### config.mk
export PLATFORM = sky130hd
export DESIGN_NAME = fetch_queue
export DESIGN_NICKNAME = d
export VERILOG_FILES = /design/src/rtl/cpu_pkg.sv /design/src/rtl/fq_mem.sv /design/src/rtl/fetch_queue.sv
export SDC_FILE = /design/constraint.sdc
export NUM_CORES = 1
export LEC_CHECK = 0
export CORE_ASPECT_RATIO = 1.75
export CORE_MARGIN = 10
export CORE_UTILIZATION = 35
export DETAILED_ROUTE_END_ITERATION = 6
export SYNTH_ARGS = -nofsm -noshare
export SYNTH_HDL_FRONTEND = slang
export SYNTH_SLANG_ARGS = --single-unit
### constraint.sdc
create_clock -name clk -period 2.4 [get_ports clk]
set_input_delay 0.36 -clock clk [delete_from_list [all_inputs] [get_ports clk]]
set_output_delay 0.36 -clock clk [all_outputs]
set_load 0.01 [all_outputs]
### src/rtl/cpu_pkg.sv
// Shared CPU front-end definitions: reset PC, NOP encoding and the
// {pc, instr} entry carried from fetch to decode.
package cpu_pkg;

    localparam logic [31:0] RESET_PC  = 32'h0000_3000;
    localparam logic [31:0] NOP_INSTR = 32'h0000_0000;

    typedef struct packed {
        logic [31:0] pc;
        logic [31:0] instr;
    } fq_entry_t;

endpackage : cpu_pkg

### src/rtl/fq_mem.sv
// Entry storage for the fetch queue.
// One synchronous write port, one asynchronous read port, async active-low clear.
module fq_mem
    import cpu_pkg::*;
#(
    parameter int DEPTH = 4,
    localparam int PTR_W = $clog2(DEPTH)
) (
    input  logic             clk_i,
    input  logic             rst_ni,
    input  logic             we_i,
    input  logic [PTR_W-1:0] waddr_i,
    input  fq_entry_t        wdata_i,
    input  logic [PTR_W-1:0] raddr_i,
    output fq_entry_t        rdata_o
);

    fq_entry_t mem_q [DEPTH];

    // Storage array: cleared on reset, written only on an accepted push.
    always_ff @(posedge clk_i or negedge rst_ni) begin
        if (!rst_ni) begin
            for (int i = 0; i < DEPTH; i++) begin
                mem_q[i] <= '0;
            end
        end else if (we_i) begin
            mem_q[waddr_i] <= wdata_i;
        end
    end

    assign rdata_o = mem_q[raddr_i];

endmodule : fq_mem

### src/rtl/fetch_queue.sv
// In-order instruction fetch queue between fetch and decode, with
// valid/ready handshakes on both sides and a one-cycle redirect flush.
module fetch_queue
    import cpu_pkg::*;
#(
    parameter int DEPTH = 4,
    localparam int PTR_W = $clog2(DEPTH)
) (
    input  logic             clk,
    input  logic             reset,
    input  logic             in_valid,
    output logic             in_ready,
    input  logic [31:0]      in_pc,
    input  logic [31:0]      in_instr,
    input  logic             flush,
    output logic             out_valid,
    input  logic             out_ready,
    output logic [31:0]      out_pc,
    output logic [31:0]      out_instr,
    output logic [PTR_W:0]   count
);

    localparam logic [PTR_W:0]   FULL_CNT = (PTR_W + 1)'(DEPTH);
    localparam logic [PTR_W-1:0] PTR_ONE  = PTR_W'(1);
    localparam logic [PTR_W:0]   CNT_ONE  = (PTR_W + 1)'(1);

    logic [PTR_W-1:0] wr_ptr_q, wr_ptr_d;
    logic [PTR_W-1:0] rd_ptr_q, rd_ptr_d;
    logic [PTR_W:0]   count_q, count_d;
    logic             push_s;
    logic             pop_s;
    fq_entry_t        wdata_s;
    fq_entry_t        rdata_s;

    // Ready ignores out_ready on purpose: a full queue never takes a push,
    // which keeps fetch free of a combinational path from decode.
    assign in_ready  = (count_q != FULL_CNT) & ~flush;
    assign out_valid = (count_q != '0) & ~flush;
    assign push_s    = in_valid & in_ready;
    assign pop_s     = out_valid & out_ready;
    assign count     = count_q;

    assign wdata_s   = '{pc: in_pc, instr: in_instr};
    assign out_pc    = rdata_s.pc;
    assign out_instr = rdata_s.instr;

    // Pointer and occupancy next-state; flush drops everything but keeps storage.
    always_comb begin
        wr_ptr_d = wr_ptr_q;
        rd_ptr_d = rd_ptr_q;
        count_d  = count_q;
        if (flush) begin
            rd_ptr_d = wr_ptr_q;
            count_d  = '0;
        end else begin
            if (push_s) begin
                wr_ptr_d = wr_ptr_q + PTR_ONE;
            end else begin
                wr_ptr_d = wr_ptr_q;
            end
            if (pop_s) begin
                rd_ptr_d = rd_ptr_q + PTR_ONE;
            end else begin
                rd_ptr_d = rd_ptr_q;
            end
            case ({push_s, pop_s})
                2'b10:   count_d = count_q + CNT_ONE;
                2'b01:   count_d = count_q - CNT_ONE;
                default: count_d = count_q;
            endcase
        end
    end

    // Pointer and occupancy registers.
    always_ff @(posedge clk or negedge reset) begin
        if (!reset) begin
            wr_ptr_q <= '0;
            rd_ptr_q <= '0;
            count_q  <= '0;
        end else begin
            wr_ptr_q <= wr_ptr_d;
            rd_ptr_q <= rd_ptr_d;
            count_q  <= count_d;
        end
    end

    fq_mem #(
        .DEPTH (DEPTH)
    ) u_mem (
        .clk_i   (clk),
        .rst_ni  (reset),
        .we_i    (push_s),
        .waddr_i (wr_ptr_q),
        .wdata_i (wdata_s),
        .raddr_i (rd_ptr_q),
        .rdata_o (rdata_s)
    );

endmodule : fetch_queue

==> impl_metrics.ini, run 1 <==
[outcome]
status = complete, but fails checks
violations = negative setup slack

[final_layout]
antenna_cells = 0
instances_no_fill = 1268
drive_gt1_share_pct = 55.9
final_area_um2 = 14800
area_growth_pct = 26.6
nFillCells = 2919
fin_nets = 919

[grt]
grt_pass1_vias = 7349
grt_antenna_before_repair = 2
grt_max_degree = 68
overflow = 0
grt_use_total_pct = 13.1
grt_pass1_wl_um = 42200

[drt]
drc_errors = 0
viasPerCell = 5.07
drt_iter0_markers = 135
ant_nets = 0
firstDrtPassIters = 4
vias = 6435
route.detailed.wl_per_inst_um = 21.2
wl_um = 26900

[synthesis]
synth-seq-cells = 263
avgSynthCellArea_um2 = 17.4
ys_seq_area_share_pct = 56.3
synth_top_family_by_area = multiplexers
synthSimpleGateAreaFrac_pct = 1.30
syn_inst = 672
synthAdderAreaFrac_pct = 0.600
yosysWarningCount = 0
synth_top_area_share_pct = 56.3
synth.distinct_cells = 32
muxShareOfSynthArea_pct = 37.9
synthXorXnorAreaFrac_pct = 0.300
syn-cell-area_um2 = 11700
synth_top_cells_by_area = dfrtp_1, mux2_2, mux4_2
synth.net_count = 746
synth_compound_area_share_pct = 0.685
yosysTopAreaCell = dfrtp_1

[power_and_ir_drop]
power_leakage_nw = 6.43
peakVddDrop_mv = 0.663
powerDensity_nw_per_um2 = 1450

[floorplanning]
start_util_pct = 35.5
ios = 138
die_h_um = 262
rows = 88
die_x_um = 158
coreArea_um2 = 32900
dieArea_um2 = 41400

[worst_setup_path]
cp_data_arrival_time_ns = 2.08
slowest_stage = dfrtp_4
worstSetupStartpointType = flop
crit_family = buffers and inverters
cp_max_fo = 5
r2r_start = count[1]
slowest_delay_ns = 0.52
critPathMostFrequentCell = buf_12
crit_start = rd_ptr_q[0]
crit_chain = buf_12, buf_16, buf_12, mux4_2, buf_6
crit_path_end_kind = output port
critical_path_class = flop to output port
critPathRequiredTime_ns = 2.04
crit_buf_inv = 4

[placement]
place.gp.congestion = 0.706
port-buffer-count = 137
placed_area_um2 = 13700
hpwl_um = 16900
dp_cells = 1203

[timing]
setup_viol_count_final = 12
worst_pin_slew_ns = 0.562
fmax_mhz = 410
hold_viol_final = 0
fin_tns_setup_ns = -0.256
clock_skew_ns = 0.0116
slew_headroom_pct = 62.5
timing.final.crit_share_pct = 102
setup_slack_ns = -0.0382
rsz0062_at_grt = yes
min_period_ns = 2.44
drv_slew = 0

[clock_network]
cts_tree = built
clkTransAtPathRegs_ns = 0.07
cts_buffers = 26
cts_sinks = 263
htree_levels = 1
insertion_delay_ns = 0.54
cts_root_buf = clkbuf_16
clock_path_buffers = 3

[worst_hold_path]
hp-class = primary input to asynchronous set/reset pin

[flow_run]
cap_violations = 0
placed cells by master, fill, tap and decap left out, types with 3 or more instances in the layout:
| cell | n |
|---|---|
| buf_2 | 26 |
| nand2_1 | 7 |
| buf_16 | 5 |
| mux2_4 | 21 |
| buf_4 | 16 |
| ha_1 | 4 |
| a21oi_1 | 3 |
| o21ai_0 | 4 |
| clkinv_2 | 4 |
| clkbuf_8 | 4 |
| clkbuf_16 | 27 |
| mux2_2 | 235 |
| nor2b_1 | 3 |
| xor2_1 | 3 |
| dfrtp_1 | 259 |
| nand2b_1 | 3 |
| mux4_2 | 64 |
| buf_6 | 40 |
| clkdlybuf4s50_1 | 71 |
| nand2_4 | 4 |
| clkbuf_1 | 7 |
| buf_12 | 24 |
report_power, final:
group | internal (mW) | switching (mW)
clock network | 2.40 | 1.72
registers | 6.67 | 1.10
logic | 5.97 | 3.55
total | 15.0 | 6.37
worst register-to-register path: stages, from the launching register on:
cell and delay (ns):
dfrtp_2 0.40, or3_1 0.41, nand2_1 0.08, nor2_1 0.04
fa_1 0.38, or3_1 0.32, a21oi_1 0.12, o21ai_0 0.10
a21oi_1 0.13
through the flow:
step	total power [mW]	worst slack, ns	utilization (%)	hold WS [ns]
final	21.4	-0.0382	44.9	0.386
after CTS	21.9	-0.0859	45.1	0.382
after detailed placement	17.1	0.0836	41.5	0.372
after floorplan	13.1	0.241	-	0.0644
after global routing	22.7	-0.0998	44.9	0.415
after global placement	16.9	0.0837	41.5	0.375
flip-flops by register name (all words and copies together), names as in the netlist:
name         count
u_mem.mem_q    256
count            3
rd_ptr_q         2
wr_ptr_q         2
final cells by class:
class / instances / area (µm²) / share of cell area, %
clock buffer: 38 / 757 / 5.12
timing repair buffer: 185 / 2060 / 13.9
inverter: 2 / 7.51 / 0.0508
clock inverter: 8 / 96.3 / 0.651
multi-input combinational: 367 / 4770 / 32.2
sequential: 263 / 6590 / 44.6
tap: 405 / 507 / 3.43
path summary, 6_finish.rpt:
path                                     to  cells past startpoint  slack, ns
setup / recovery                  out_pc[8]                      5      -0.04
hold / removal             u_mem.mem_q[180]                      2       0.39
setup reg to reg                   count[2]                      8       0.35
hold reg to reg            u_mem.mem_q[148]                      1       0.49
max in group asynchronous  u_mem.mem_q[145]                      3       1.29
min in group clk           u_mem.mem_q[148]                      1       0.49
cell usage after synthesis:
library cell	count
dfrtp_1	263
mux2_2	235
mux4_2	64
buf_6	21
mux2_4	21
clkbuf_1	9
nand2_1	7
buf_2	6
ha_1	4
nand2_4	4
o21ai_0	4
a21oi_1	3
nand2b_1	3
nor2_1	3
nor2b_1	3
xor2_1	3
buf_4	2
inv_1	2
or3_1	2
a21boi_0	1
a21oi_4	1
and2_1	1
buf_1	1
clkbuf_8	1
fa_1	1
mux2_1	1
mux2i_1	1
nand3_1	1
nand3b_1	1
o221a_2	1
o32a_1	1
xnor2_1	1
routing by layer:
layer	GRT usage [%]	up-vias	wire length, µm
li1	-	2859	-
met2	24.1	110	14800
met3	2.52	42	1220
met4	4.86	4	698
met5	0	-	27
met1	14.6	3420	10200
kinds of logic after synthesis:
kind of cell / after synthesis
flops: 263
simple gates: 25
mux: 322
xor+xnor: 4
buf+inv: 42
fa+ha+maj: 5
compound gates: 11
what timing repair did:
action	in CTS	in global routing
endpoints found under the hold margin	62	0
gates resized for setup	319	2
buffers inserted	14	0
setup endpoints to repair	66	37
gates cloned	6	0
hold buffers	1	0
Note: power is estimated with default switching activity, not from simulation.
==> inputs of run 2 (changes only) <==
CAP_MARGIN = 20   (was unset)
==> results of run 2 <==
Final layout, timing and power as in run 1 (identical DEF).
==> inputs of run 3 (changes only) <==
SETUP_SLACK_MARGIN = 0.15   (was unset)
TNS_END_PERCENT = 100   (was unset)
==> run 3 against run 2 <==
  * The flow still finishes with violations (negative setup slack)
  * Sequential share of layout area shrank 0.68 points
  * Largest power group unchanged
  * Combinational power increased by 7%
  * Highest routed layer unchanged
  * Clock power barely moved
  * Via count rose by 0.67%
  * Largest cell class unchanged
==> impl_metrics.ini, run 3 (same netlist as run 1, synthesis figures left out) <==
[drt]
drt_iter0_markers = 138
viasPerCell = 5.09
route.detailed.wl_per_inst_um = 21.3
ant_nets = 0
drc_errors = 0
firstDrtPassIters = 3
vias = 6478
wl_um = 27100

[timing]
setup_slack_ns = -0.0561
hold_viol_final = 0
worst_pin_slew_ns = 0.573
rsz0062_at_grt = yes
slew_headroom_pct = 61.8
clock_skew_ns = 0.0135
drv_slew = 0
min_period_ns = 2.46
fmax_mhz = 407
timing.final.crit_share_pct = 102
fin_hold_ws_ns = 0.386
fin_tns_setup_ns = -0.771
setup_viol_count_final = 42

[placement]
place.gp.congestion = 0.706
hpwl_um = 16900
dpl_worst_slack_ns = 0.0836
placed_area_um2 = 13700
port-buffer-count = 137

[floorplanning]
dieArea_um2 = 41400
ios = 138
die_h_um = 262
die_x_um = 158
start_util_pct = 35.5
coreArea_um2 = 32900
rows = 88

[grt]
grt_max_degree = 68
grt_pass1_vias = 7381
overflow = 0
grt_antenna_before_repair = 2
grt_use_total_pct = 13.2
grt_pass1_wl_um = 42400

[outcome]
violations = negative setup slack
status = complete, but fails checks

[final_layout]
regArea_um2 = 6590
fin_nets = 924
antenna_cells = 0
multi_input_comb_area_um2 = 4770
layout.cells.most_common = dfrtp_1
largest_reg_flops = 256
drive_gt1_share_pct = 56.3
final_area_um2 = 15000
top_register = u_mem.mem_q
area_growth_pct = 28.6
layout_common_cells = dfrtp_1, mux2_2, clkdlybuf4s50_1
nFillCells = 2891

[power_and_ir_drop]
powerDensity_nw_per_um2 = 1470
power_leakage_nw = 6.52
peakVddDrop_mv = 0.665

[worst_setup_path]
cp_max_fo = 8
crit_path_end_kind = output port
cp_data_arrival_time_ns = 2.10
critPathRequiredTime_ns = 2.04
critical_path_class = flop to output port
worstSetupStartpointType = flop

[clock_network]
cts_root_buf = clkbuf_16
cts_tree = built
cts_sinks = 263
clkTransAtPathRegs_ns = 0.07
cts_buffers = 26
insertion_delay_ns = 0.54
htree_levels = 1
clock_path_buffers = 3

[flow_run]
cap_violations = 0

[worst_hold_path]
hp-class = primary input to asynchronous set/reset pin
[run 3: cell count changes in the layout (fill, tap and decap cells not counted), sizes merged]
cell           previous run  this run
clkbuf                   38        39
clkdlybuf4s50            71        70
buf                     112       117
[run 3: layout make-up]
type                    count  area share [%]
multi-input cells         367            31.8
flip-flops and latches    263            43.9
repair buffers            190            15.2
well taps                 405            3.37
clock inverters             8           0.641
clock buffers              38            5.04
inverters                   2          0.0500
[run 3: timing repair]
action                                  in CTS  in global routing
hold buffers                                 1                  0
hold endpoints to repair                    62                  0
resized for setup                          336                 13
buffers inserted                            15                  1
endpoints found under the setup margin      66                 65
cloned                                       7                  0
[run 3: layer usage]
layer | GRT usage (%) | vias to the layer above | share of wire [%]
met3 | 2.52 | 42 | 4.4
li1 | - | 2873 | -
met1 | 14.7 | 3448 | 38
met2 | 24.2 | 111 | 55
met5 | 0 | - | 0.12
met4 | 5.06 | 4 | 2.7
[run 3: final timing paths]
check | depth (start not counted) | endpoint | slack (ns) | startpoint
max | 5 | out_pc[29] | -0.06 | rd_ptr_q[0]
min | 2 | u_mem.mem_q[180] | 0.39 | reset
max reg2reg | 8 | count[2] | 0.37 | count[1]
min reg2reg | 1 | u_mem.mem_q[148] | 0.49 | u_mem.mem_q[148]
max in group asynchronous | 3 | u_mem.mem_q[145] | 1.28 | reset
min in group clk | 1 | u_mem.mem_q[148] | 0.49 | u_mem.mem_q[148]
[run 3: through the flow]
| step | instances | utilization, % | total power, mW |
|---|---|---|---|
| 2_1_floorplan | 672 | - | 13.1 |
| 3_3_place_gp | 1203 | 41.5 | 16.9 |
| 3_5_place_dp | 1203 | 41.5 | 17.1 |
| 4_1_cts | 1272 | 45.4 | 22.3 |
| 5_1_grt | 1273 | 45.6 | 23.4 |
| 6_report | 1273 | 45.6 | 22.1 |
[run 3: where the power goes]
part	switching [mW]	total [mW]	internal [mW]	leakage, nW
registers	1.10	7.76	6.67	3.16
clock network	1.73	4.13	2.40	0.418
logic	3.67	10.2	6.49	2.94
[run 3: critical path, stage by stage, from the launching register on]
cell	delay, ns
dfrtp_4	0.51
buf_12	0.14
buf_16	0.13
buf_16	0.15
mux4_2	0.47
buf_6	0.15
